===== config.mk =====
export PLATFORM = sky130hd
export DESIGN_NAME = pipeline_hazard_ctrl_flat
export DESIGN_NICKNAME = d
export VERILOG_FILES = /design/src/rtl/pipeline_hazard_ctrl_if.sv /design/src/rtl/pipeline_hazard_ctrl.sv /design/src/flat_wrapper.sv
export SDC_FILE = /design/constraint.sdc
export NUM_CORES = 1
export LEC_CHECK = 0
export BUFFER_PORTS_ARGS = -buffer_cell sky130_fd_sc_hd__buf_4
export CAP_MARGIN = 10
export CORE_UTILIZATION = 41
export CTS_BUF_LIST = sky130_fd_sc_hd__clkbuf_4 sky130_fd_sc_hd__clkbuf_8 sky130_fd_sc_hd__clkbuf_16
export CTS_CLUSTER_SIZE = 10
export DETAILED_ROUTE_END_ITERATION = 8
export PLACE_DENSITY = 0.79
export SLEW_MARGIN = 0
export SYNTH_ARGS = -nofsm -noshare
export SYNTH_HDL_FRONTEND = slang
export SYNTH_SLANG_ARGS = --single-unit

===== constraint.sdc =====
create_clock -name clk -period 2 [get_ports clk]
set_input_delay 0.3 -clock clk [delete_from_list [all_inputs] [get_ports clk]]
set_output_delay 0.3 -clock clk [all_outputs]
set_load 0.005 [all_outputs]

===== src/rtl/pipeline_hazard_ctrl_if.sv =====
// Signal bundle between the RV32IM pipeline registers and the hazard controller.
// The pipeline side is the master (reports ID/EX contents); the controller is the slave.
interface pipeline_hazard_ctrl_if #(
    parameter int CNT_W = 6
);
    // Instruction info reported by the pipeline
    logic [4:0]       id_rs1;
    logic [4:0]       id_rs2;
    logic             id_use_rs1;
    logic             id_use_rs2;
    logic             ex_mem_read;
    logic [4:0]       ex_rd;
    logic             ex_is_mul;
    logic             ex_is_div;
    logic             ex_branch_taken;

    // Per-cycle pipeline register controls
    logic             pc_write_en;
    logic             if_id_write_en;
    logic             if_id_flush;
    logic             id_ex_write_en;
    logic             id_ex_flush;
    logic             ex_mem_flush;
    logic             mdu_busy;

    // Controller state visibility: dbg_state 0 = RUN, 1 = MDU_WAIT
    logic             dbg_state;
    logic [CNT_W-1:0] dbg_cnt;

    modport master (
        output id_rs1, id_rs2, id_use_rs1, id_use_rs2,
               ex_mem_read, ex_rd, ex_is_mul, ex_is_div, ex_branch_taken,
        input  pc_write_en, if_id_write_en, if_id_flush,
               id_ex_write_en, id_ex_flush, ex_mem_flush, mdu_busy,
               dbg_state, dbg_cnt
    );

    modport slave (
        input  id_rs1, id_rs2, id_use_rs1, id_use_rs2,
               ex_mem_read, ex_rd, ex_is_mul, ex_is_div, ex_branch_taken,
        output pc_write_en, if_id_write_en, if_id_flush,
               id_ex_write_en, id_ex_flush, ex_mem_flush, mdu_busy,
               dbg_state, dbg_cnt
    );
endinterface


===== src/rtl/pipeline_hazard_ctrl.sv =====
// Hazard controller for the RV32IM pipeline: load-use stalls, taken-branch
// flushes and multi-cycle MUL/DIV holds in EX.
module pipeline_hazard_ctrl #(
    parameter int MUL_CYCLES = 1,
    parameter int DIV_CYCLES = 32,
    parameter int CNT_W      = 6
) (
    input logic                  clk,
    input logic                  reset,
    pipeline_hazard_ctrl_if.slave hz
);

    typedef enum logic {
        RUN      = 1'b0,
        MDU_WAIT = 1'b1
    } state_t;

    // The entry cycle in RUN is the first stall, so the counter covers the remaining N-2.
    localparam bit               DIV_MULTI = (DIV_CYCLES >= 2);
    localparam bit               MUL_MULTI = (MUL_CYCLES >= 2);
    localparam logic [CNT_W-1:0] DIV_LOAD  = CNT_W'(DIV_CYCLES >= 2 ? DIV_CYCLES - 2 : 0);
    localparam logic [CNT_W-1:0] MUL_LOAD  = CNT_W'(MUL_CYCLES >= 2 ? MUL_CYCLES - 2 : 0);
    localparam logic [CNT_W-1:0] CNT_ONE   = CNT_W'(1);

    state_t           state;
    state_t           state_nxt;
    logic [CNT_W-1:0] cnt;
    logic [CNT_W-1:0] cnt_nxt;

    logic             load_use;
    logic             mdu_multi;
    logic [CNT_W-1:0] mdu_load;

    logic             pc_we;
    logic             if_id_we;
    logic             if_id_fl;
    logic             id_ex_we;
    logic             id_ex_fl;
    logic             ex_mem_fl;
    logic             busy;

    // x0 is hardwired to zero, so a load targeting it never creates a hazard.
    assign load_use = hz.ex_mem_read && (hz.ex_rd != 5'd0) &&
                      ((hz.id_use_rs1 && (hz.id_rs1 == hz.ex_rd)) ||
                       (hz.id_use_rs2 && (hz.id_rs2 == hz.ex_rd)));

    assign mdu_multi = hz.ex_is_div ? DIV_MULTI :
                       hz.ex_is_mul ? MUL_MULTI : 1'b0;
    assign mdu_load  = hz.ex_is_div ? DIV_LOAD :
                       hz.ex_is_mul ? MUL_LOAD : '0;

    always_ff @(posedge clk) begin
        if (reset) begin
            state <= RUN;
            cnt   <= '0;
        end else begin
            state <= state_nxt;
            cnt   <= cnt_nxt;
        end
    end

    always_comb begin
        state_nxt = state;
        cnt_nxt   = cnt;
        pc_we     = 1'b1;
        if_id_we  = 1'b1;
        if_id_fl  = 1'b0;
        id_ex_we  = 1'b1;
        id_ex_fl  = 1'b0;
        ex_mem_fl = 1'b0;
        busy      = 1'b0;

        if (reset) begin
            pc_we    = 1'b0;
            if_id_we = 1'b0;
            id_ex_we = 1'b0;
        end else begin
            unique case (state)
                RUN: begin
                    if (hz.ex_branch_taken) begin
                        if_id_fl = 1'b1;
                        id_ex_fl = 1'b1;
                    end else if (mdu_multi) begin
                        pc_we     = 1'b0;
                        if_id_we  = 1'b0;
                        id_ex_we  = 1'b0;
                        ex_mem_fl = 1'b1;
                        busy      = 1'b1;
                        cnt_nxt   = mdu_load;
                        state_nxt = MDU_WAIT;
                    end else if (load_use) begin
                        pc_we    = 1'b0;
                        if_id_we = 1'b0;
                        id_ex_fl = 1'b1;
                    end
                end
                MDU_WAIT: begin
                    // Front-end events are frozen behind the MDU op; it resolves them after release.
                    if (cnt != '0) begin
                        pc_we     = 1'b0;
                        if_id_we  = 1'b0;
                        id_ex_we  = 1'b0;
                        ex_mem_fl = 1'b1;
                        busy      = 1'b1;
                        cnt_nxt   = cnt - CNT_ONE;
                    end else begin
                        state_nxt = RUN;
                    end
                end
                default: begin
                    state_nxt = RUN;
                    cnt_nxt   = '0;
                end
            endcase
        end
    end

    assign hz.pc_write_en    = pc_we;
    assign hz.if_id_write_en = if_id_we;
    assign hz.if_id_flush    = if_id_fl;
    assign hz.id_ex_write_en = id_ex_we;
    assign hz.id_ex_flush    = id_ex_fl;
    assign hz.ex_mem_flush   = ex_mem_fl;
    assign hz.mdu_busy       = busy;
    assign hz.dbg_state      = state;
    assign hz.dbg_cnt        = cnt;

endmodule

===== src/flat_wrapper.sv =====
// flat-port wrapper written by rule: the top's interface ports become plain ports
module pipeline_hazard_ctrl_flat 
#(
    parameter int MUL_CYCLES = 1,
    parameter int DIV_CYCLES = 32,
    parameter int CNT_W      = 6
)
  (clk, reset, hz_id_rs1, hz_id_rs2, hz_id_use_rs1, hz_id_use_rs2, hz_ex_mem_read, hz_ex_rd, hz_ex_is_mul, hz_ex_is_div, hz_ex_branch_taken, hz_pc_write_en, hz_if_id_write_en, hz_if_id_flush, hz_id_ex_write_en, hz_id_ex_flush, hz_ex_mem_flush, hz_mdu_busy, hz_dbg_state, hz_dbg_cnt);
  pipeline_hazard_ctrl_if #(.CNT_W(CNT_W)) hz_i ();
  input logic clk;
  input logic reset;
  input wire logic [$bits(hz_i.id_rs1)-1:0] hz_id_rs1;
  input wire logic [$bits(hz_i.id_rs2)-1:0] hz_id_rs2;
  input wire logic [$bits(hz_i.id_use_rs1)-1:0] hz_id_use_rs1;
  input wire logic [$bits(hz_i.id_use_rs2)-1:0] hz_id_use_rs2;
  input wire logic [$bits(hz_i.ex_mem_read)-1:0] hz_ex_mem_read;
  input wire logic [$bits(hz_i.ex_rd)-1:0] hz_ex_rd;
  input wire logic [$bits(hz_i.ex_is_mul)-1:0] hz_ex_is_mul;
  input wire logic [$bits(hz_i.ex_is_div)-1:0] hz_ex_is_div;
  input wire logic [$bits(hz_i.ex_branch_taken)-1:0] hz_ex_branch_taken;
  output wire logic [$bits(hz_i.pc_write_en)-1:0] hz_pc_write_en;
  output wire logic [$bits(hz_i.if_id_write_en)-1:0] hz_if_id_write_en;
  output wire logic [$bits(hz_i.if_id_flush)-1:0] hz_if_id_flush;
  output wire logic [$bits(hz_i.id_ex_write_en)-1:0] hz_id_ex_write_en;
  output wire logic [$bits(hz_i.id_ex_flush)-1:0] hz_id_ex_flush;
  output wire logic [$bits(hz_i.ex_mem_flush)-1:0] hz_ex_mem_flush;
  output wire logic [$bits(hz_i.mdu_busy)-1:0] hz_mdu_busy;
  output wire logic [$bits(hz_i.dbg_state)-1:0] hz_dbg_state;
  output wire logic [$bits(hz_i.dbg_cnt)-1:0] hz_dbg_cnt;
  assign hz_i.id_rs1 = hz_id_rs1;
  assign hz_i.id_rs2 = hz_id_rs2;
  assign hz_i.id_use_rs1 = hz_id_use_rs1;
  assign hz_i.id_use_rs2 = hz_id_use_rs2;
  assign hz_i.ex_mem_read = hz_ex_mem_read;
  assign hz_i.ex_rd = hz_ex_rd;
  assign hz_i.ex_is_mul = hz_ex_is_mul;
  assign hz_i.ex_is_div = hz_ex_is_div;
  assign hz_i.ex_branch_taken = hz_ex_branch_taken;
  assign hz_pc_write_en = hz_i.pc_write_en;
  assign hz_if_id_write_en = hz_i.if_id_write_en;
  assign hz_if_id_flush = hz_i.if_id_flush;
  assign hz_id_ex_write_en = hz_i.id_ex_write_en;
  assign hz_id_ex_flush = hz_i.id_ex_flush;
  assign hz_ex_mem_flush = hz_i.ex_mem_flush;
  assign hz_mdu_busy = hz_i.mdu_busy;
  assign hz_dbg_state = hz_i.dbg_state;
  assign hz_dbg_cnt = hz_i.dbg_cnt;
  pipeline_hazard_ctrl #(.MUL_CYCLES(MUL_CYCLES), .DIV_CYCLES(DIV_CYCLES), .CNT_W(CNT_W)) u_core (.clk(clk), .reset(reset), .hz(hz_i));
endmodule

==> metrics, run 1 <==
status complete, no violations; top post-synthesis cells by area dfxtp_1 24%, xnor2_1 15%, nor2_1 4.5%, ha_1 4.3%, a211oi_1 3.8%; Synth Register Bits 7; area of the multi-input gates 439 um^2; clk buf depth 2; Slew headroom 72.0%; Pre-antenna DRT Iters 4; Highest Clock Rate 501 MHz; flip-flop and latch area 143 um^2; PD cells 562 nW/um^2; WS Path Type reg -> out; clock buffer count from CTS 3; hold_buf cts 0; Final Cycle Share 99.7%; Synth area leader dfxtp_1; Tmin final 1.99 ns; Syn Nets 94; Max Cap Violations 0; CP Launch Type flip-flop; RSZ-0062 raised after global routing true; Vias per Instance 5.08; number of enable flip-flop cells after synthesis 0; CTS H-tree lvls 1; worst-path fanout max 4; Post-Place Cell Area 845 um^2; grt ovf 0; Avg WL per Cell 13.2 um; Remaining DRCs 0; R2R Setup Slk 0.27 ns; Async SR Flop Fraction 0%; port bufs 35; hold_sp reset; vias in the first global route 572; Critical Path Start u_core.hz.dbg_cnt[0]; sequential area share after synthesis 23.9%; core area 1320 um^2; # diodes 0; final number of setup-violating endpoints 0; Inst Count DP 116; Die W 39.8 um; clk_skew 0.00341 ns; starting density of the core 44.4%; leakage power 0.430 nW; largest net degree at the start of global routing 13; Final GP Congestion 0.748; DRT Wirelength 1650 um; Die Y 39.8 um; Hold Fails Final Rpt 0; die area 1580 um^2; clock slew at reported path FFs 0.05 ns; mean post-synth cell area 8.49 um^2; CP Capture Type output pin; Final Instance Area 952 um^2; warnings from Yosys 0; drt first-iter violations 13; clk sink count 7; worst reg2reg path startpoint u_core.hz.dbg_cnt[0]; HPWL after DPL 1250 um; Yosys top cell area share 23.9%; Post-Syn Area 586 um^2; CP required 1.70 ns; routed vias 635; Total Power 0.535 mW; initial antenna violation count 0; Primary FF master, synth dfxtp_1; actual slew at the worst max-slew pin 0.419 ns; Layout area overhead 62.6%; IO Count 37; Root Driver clkbuf_4; Worst Reg-to-Reg Cells 8; Synth cell types 33; FP Rows 13; first-pass GRT wire length 2410 um; clk_lat worst skew 0.25 ns; Antenna Nets Post-Route 0; overall fraction of global-route tracks in use 23.2%; Cell Count, Final, Fillers Out 125; VDD IR max 376 uV; Max Slew Vio Count 0; CP arrival 1.69 ns; layout cells sized above 1 53.6%; CTS tree done; Cells after Synth 69; worst hold path type in -> reg; end of the critical path hz_if_id_write_en; fillers 116; R2R Path End u_core.hz.dbg_cnt[0]; Final #Nets 136
==> stage by stage <==
step / utilization, % / TNS (ns) / hold WS, ns / worst slack (ns)
3_5_place_dp: 64.1 / 0 / 0.547 / 0.0721
4_1_cts: 68.9 / 0 / 0.295 / 0.00717
6_report: 72.3 / 0 / 0.298 / 0.00523
2_1_floorplan: - / 0 / 0.505 / 0.0851
3_3_place_gp: 64.1 / 0 / 0.547 / 0.112
5_1_grt: 72.3 / -0.130 / 0.299 / -0.0675
==> cells in the final DEF (no fill, tap or decap), drive strengths merged, types with 2 or more instances in the layout <==
cell	synthesis	layout
a211oi	3	3
a21boi	2	2
buf	3	41
clkbuf	1	4
dfxtp	7	7
ha	2	2
inv	3	3
nand2	5	5
nand4	3	3
nor2	7	7
nor3	4	4
nor3b	3	3
nor4	2	2
xnor2	10	10
==> cell usage after synthesis (2+ instances only) <==
master,number
a211oi_1,3
inv_1,3
dfxtp_1,7
xnor2_1,10
nor3b_1,2
nor2_1,7
nand4_1,3
buf_4,2
nand2_1,5
ha_1,2
nor3_1,3
==> sequential cells by signal (all words and copies together), names as in the netlist <==
register             flops
u_core.hz.dbg_cnt        6
u_core.hz.dbg_state      1
==> layout make-up <==
| class | instances | area share [%] |
|---|---|---|
| multi-input cells | 55 | 46.1 |
| inverters | 3 | 1.45 |
| repair buffers | 41 | 32.3 |
| well taps | 15 | 1.97 |
| clock buffers | 4 | 3.15 |
| flip-flops and latches | 7 | 15.0 |
==> worst min-delay path by stage <==
stage	endpoint	slack [ns]	depth (start not counted)
5_1_grt	u_core.hz.dbg_cnt[1]	0.30	2
3_5_place_dp	u_core.hz.dbg_cnt[1]	0.55	2
4_1_cts	u_core.hz.dbg_cnt[1]	0.30	2
2_1_floorplan	u_core.hz.dbg_cnt[5]	0.51	2
6_report	u_core.hz.dbg_cnt[1]	0.30	2
3_3_place_gp	u_core.hz.dbg_cnt[1]	0.55	2
==> critical path, cell delays in order (launching register included) <==
cell and delay, ns:
dfxtp_2 0.34, inv_4 0.08, ha_4 0.13, nor3b_4 0.20, a21boi_2 0.10, nor3_2 0.23, a21boi_2 0.23, buf_4 0.14
==> cells by family (layout without fill, tap and decap cells) <==
| group | count (synthesis) | after routing | synth area share, % |
|---|---|---|---|
| AND/OR/NAND/NOR | 29 | 29 | 30.1 |
| multiplexers | 2 | 2 | 3.63 |
| adder cells (fa/ha/maj) | 2 | 2 | 4.27 |
| flip-flops | 7 | 7 | 23.9 |
| buffers and inverters | 7 | 48 | 7.05 |
| AO/OA/AOI/OAI | 12 | 12 | 16.0 |
| XOR/XNOR | 10 | 10 | 15.0 |
==> power by group <==
part	internal [mW]	switching [mW]	leakage, nW	total [mW]
sequential	0.153	0.0238	0.0581	0.177
combinational	0.129	0.0890	0.353	0.218
clock	0.0895	0.0504	0.0184	0.140
total	0.371	0.163	0.430	0.535
==> routing by layer <==
layer	up-vias	part of all wire [%]	GRT usage, %
met3	0	4.4	9.09
li1	327	-	-
met1	284	41	23.4
met2	24	55	45.9
met5	-	0	0
met4	0	0	0
==> timing repair <==
item,4_1_cts,5_1_grt
resized for setup,5,7
setup buffers,2,3
setup endpoints to repair,4,4
pin swaps,2,3
Power figures use the tool's default switching activity.
==> run 2, diff against run 1 <==
==> constraint.sdc (replaced) <==
create_clock -name clk -period 2.26 [get_ports clk]
set_input_delay 0.339 -clock clk [delete_from_list [all_inputs] [get_ports clk]]
set_output_delay 0.339 -clock clk [all_outputs]
set_load 0.005 [all_outputs]
==> metrics, run 2 (same netlist as run 1, synthesis figures left out) <==
status complete, no violations; Max Cap Violations 0; starting density of the core 44.4%; clock slew at reported path FFs 0.05 ns; dpl ws 0.272 ns; die area 1580 um^2; CP Capture Type output pin; layout cells sized above 1 44.8%; flip-flop and latch area 140 um^2; Max Slew Vio Count 0; actual slew at the worst max-slew pin 0.408 ns; Vias per Instance 5.26; Avg WL per Cell 12.9 um; cell family with most CP delay simple AND/OR/NAND/NOR gates; HPWL after DPL 1240 um; initial antenna violation count 0; Slew headroom 72.7%; worst setup margin 0.182 ns; routed vias 631; WS Path Type reg -> out; Root Driver clkbuf_4; Highest Clock Rate 481 MHz; fillers 120; Die Y 39.8 um; max FFs per register 6; CP required 1.92 ns; IO Count 37; drt first-iter violations 5; port bufs 35; VDD IR max 318 uV; critical-path cell list inv_1 -> ha_1 -> nor3b_2 -> a21boi_2 -> nor3_2 -> a21boi_1 -> buf_4; Total Power 0.454 mW; vias in the first global route 518; final number of setup-violating endpoints 0; CTS tree done; Cell Count, Final, Fillers Out 120; leakage power 0.400 nW; worst hold path type in -> reg; Die W 39.8 um; Antenna Nets Post-Route 0; clk sink count 7; met2 usage 42.2%; Tmin final 2.08 ns; clk_lat worst skew 0.26 ns; Final #Nets 131; GR Util met3 10.8%; RSZ-0062 raised after global routing false; Hold Fails Final Rpt 0; Layout area overhead 51.1%; final hold slack 0.314 ns; # diodes 0; grt ovf 0; Final Cycle Share 91.9%; CTS H-tree lvls 1; setup TNS 0 ns; Most Used Layer, Global Route met2; Remaining DRCs 0; WP buf/inv 2; largest net degree at the start of global routing 13; most common cell after layout, fill and taps aside buf_4; worst-path fanout max 4; first-pass GRT wire length 2340 um; area of the multi-input gates 414 um^2; clock buffer count from CTS 3; DRT Wirelength 1550 um; CP Launch Type flip-flop; PD cells 513 nW/um^2; Final GP Congestion 0.757; core area 1320 um^2; overall fraction of global-route tracks in use 23.9%; hold_buf cts 0; CP arrival 1.74 ns; max incr delay on CP 0.31 ns; FP Rows 13; Inst Count DP 115; Crit-path slowest cell dfxtp_1; clk_skew 0.00333 ns; clk buf depth 2; most frequent cells in the layout 36 x buf_4, 10 x xnor2_1, 7 x nor2_1, 7 x dfxtp_1, 5 x nand2_1; Pre-antenna DRT Iters 4; met1 GRT Util 23.7%
[run 2: cell count changes in the layout (fill, tap and decap cells not counted), moves of 2 or more]
| cell | delta |
|---|---|
| buf_4 | -5 |
| dfxtp_1 | +2 |
| dfxtp_2 | -2 |
| inv_1 | +2 |
[run 2: cell type report]
type,instances,area share [%]
multi-input combinational,55,46.8
timing repair buffer,36,30.6
sequential,7,15.8
clock buffer,4,3.39
tap,15,2.12
inverter,3,1.27
[run 2: path summary, 6_finish.rpt]
check,from,to,slack [ns],cells past startpoint
worst max register to register,u_core.hz.dbg_cnt[1],u_core.hz.dbg_cnt[0],0.50,7
worst max-delay path,u_core.hz.dbg_cnt[0],hz_if_id_write_en,0.18,7
worst min register to register,u_core.hz.dbg_cnt[5],u_core.hz.dbg_cnt[5],0.61,2
worst min-delay path,reset,u_core.hz.dbg_cnt[3],0.31,2
[run 2: metrics by stage]
| stage | area, um^2 | utilization, % |
|---|---|---|
| after floorplan | 586 | - |
| after global placement | 837 | 63.5 |
| after detailed placement | 837 | 63.5 |
| after global routing | 885 | 67.1 |
| final | 885 | 67.1 |
| after CTS | 872 | 66.2 |
[run 2: power by group]
group	switching [mW]	internal, mW
Combinational	0.0708	0.0973
Sequential	0.0201	0.135
Clock	0.0511	0.0797
[run 2: metal layers]
layer  vias to the layer above  routed length (um)  share of wire, %
met5                         -                   0                 0
met1                       292                 631                41
met3                         5                  66               4.3
met2                        15                 826                53
li1                        319                   -                 -
met4                         0                  27               1.7
[run 2: repair_timing]
| item | CTS | global route |
|---|---|---|
| pin swaps | 0 | 1 |
| setup endpoints to repair | 2 | 4 |
| resized for setup | 1 | 1 |
| hold endpoints to repair | 0 | 0 |
| setup buffers | 0 | 1 |
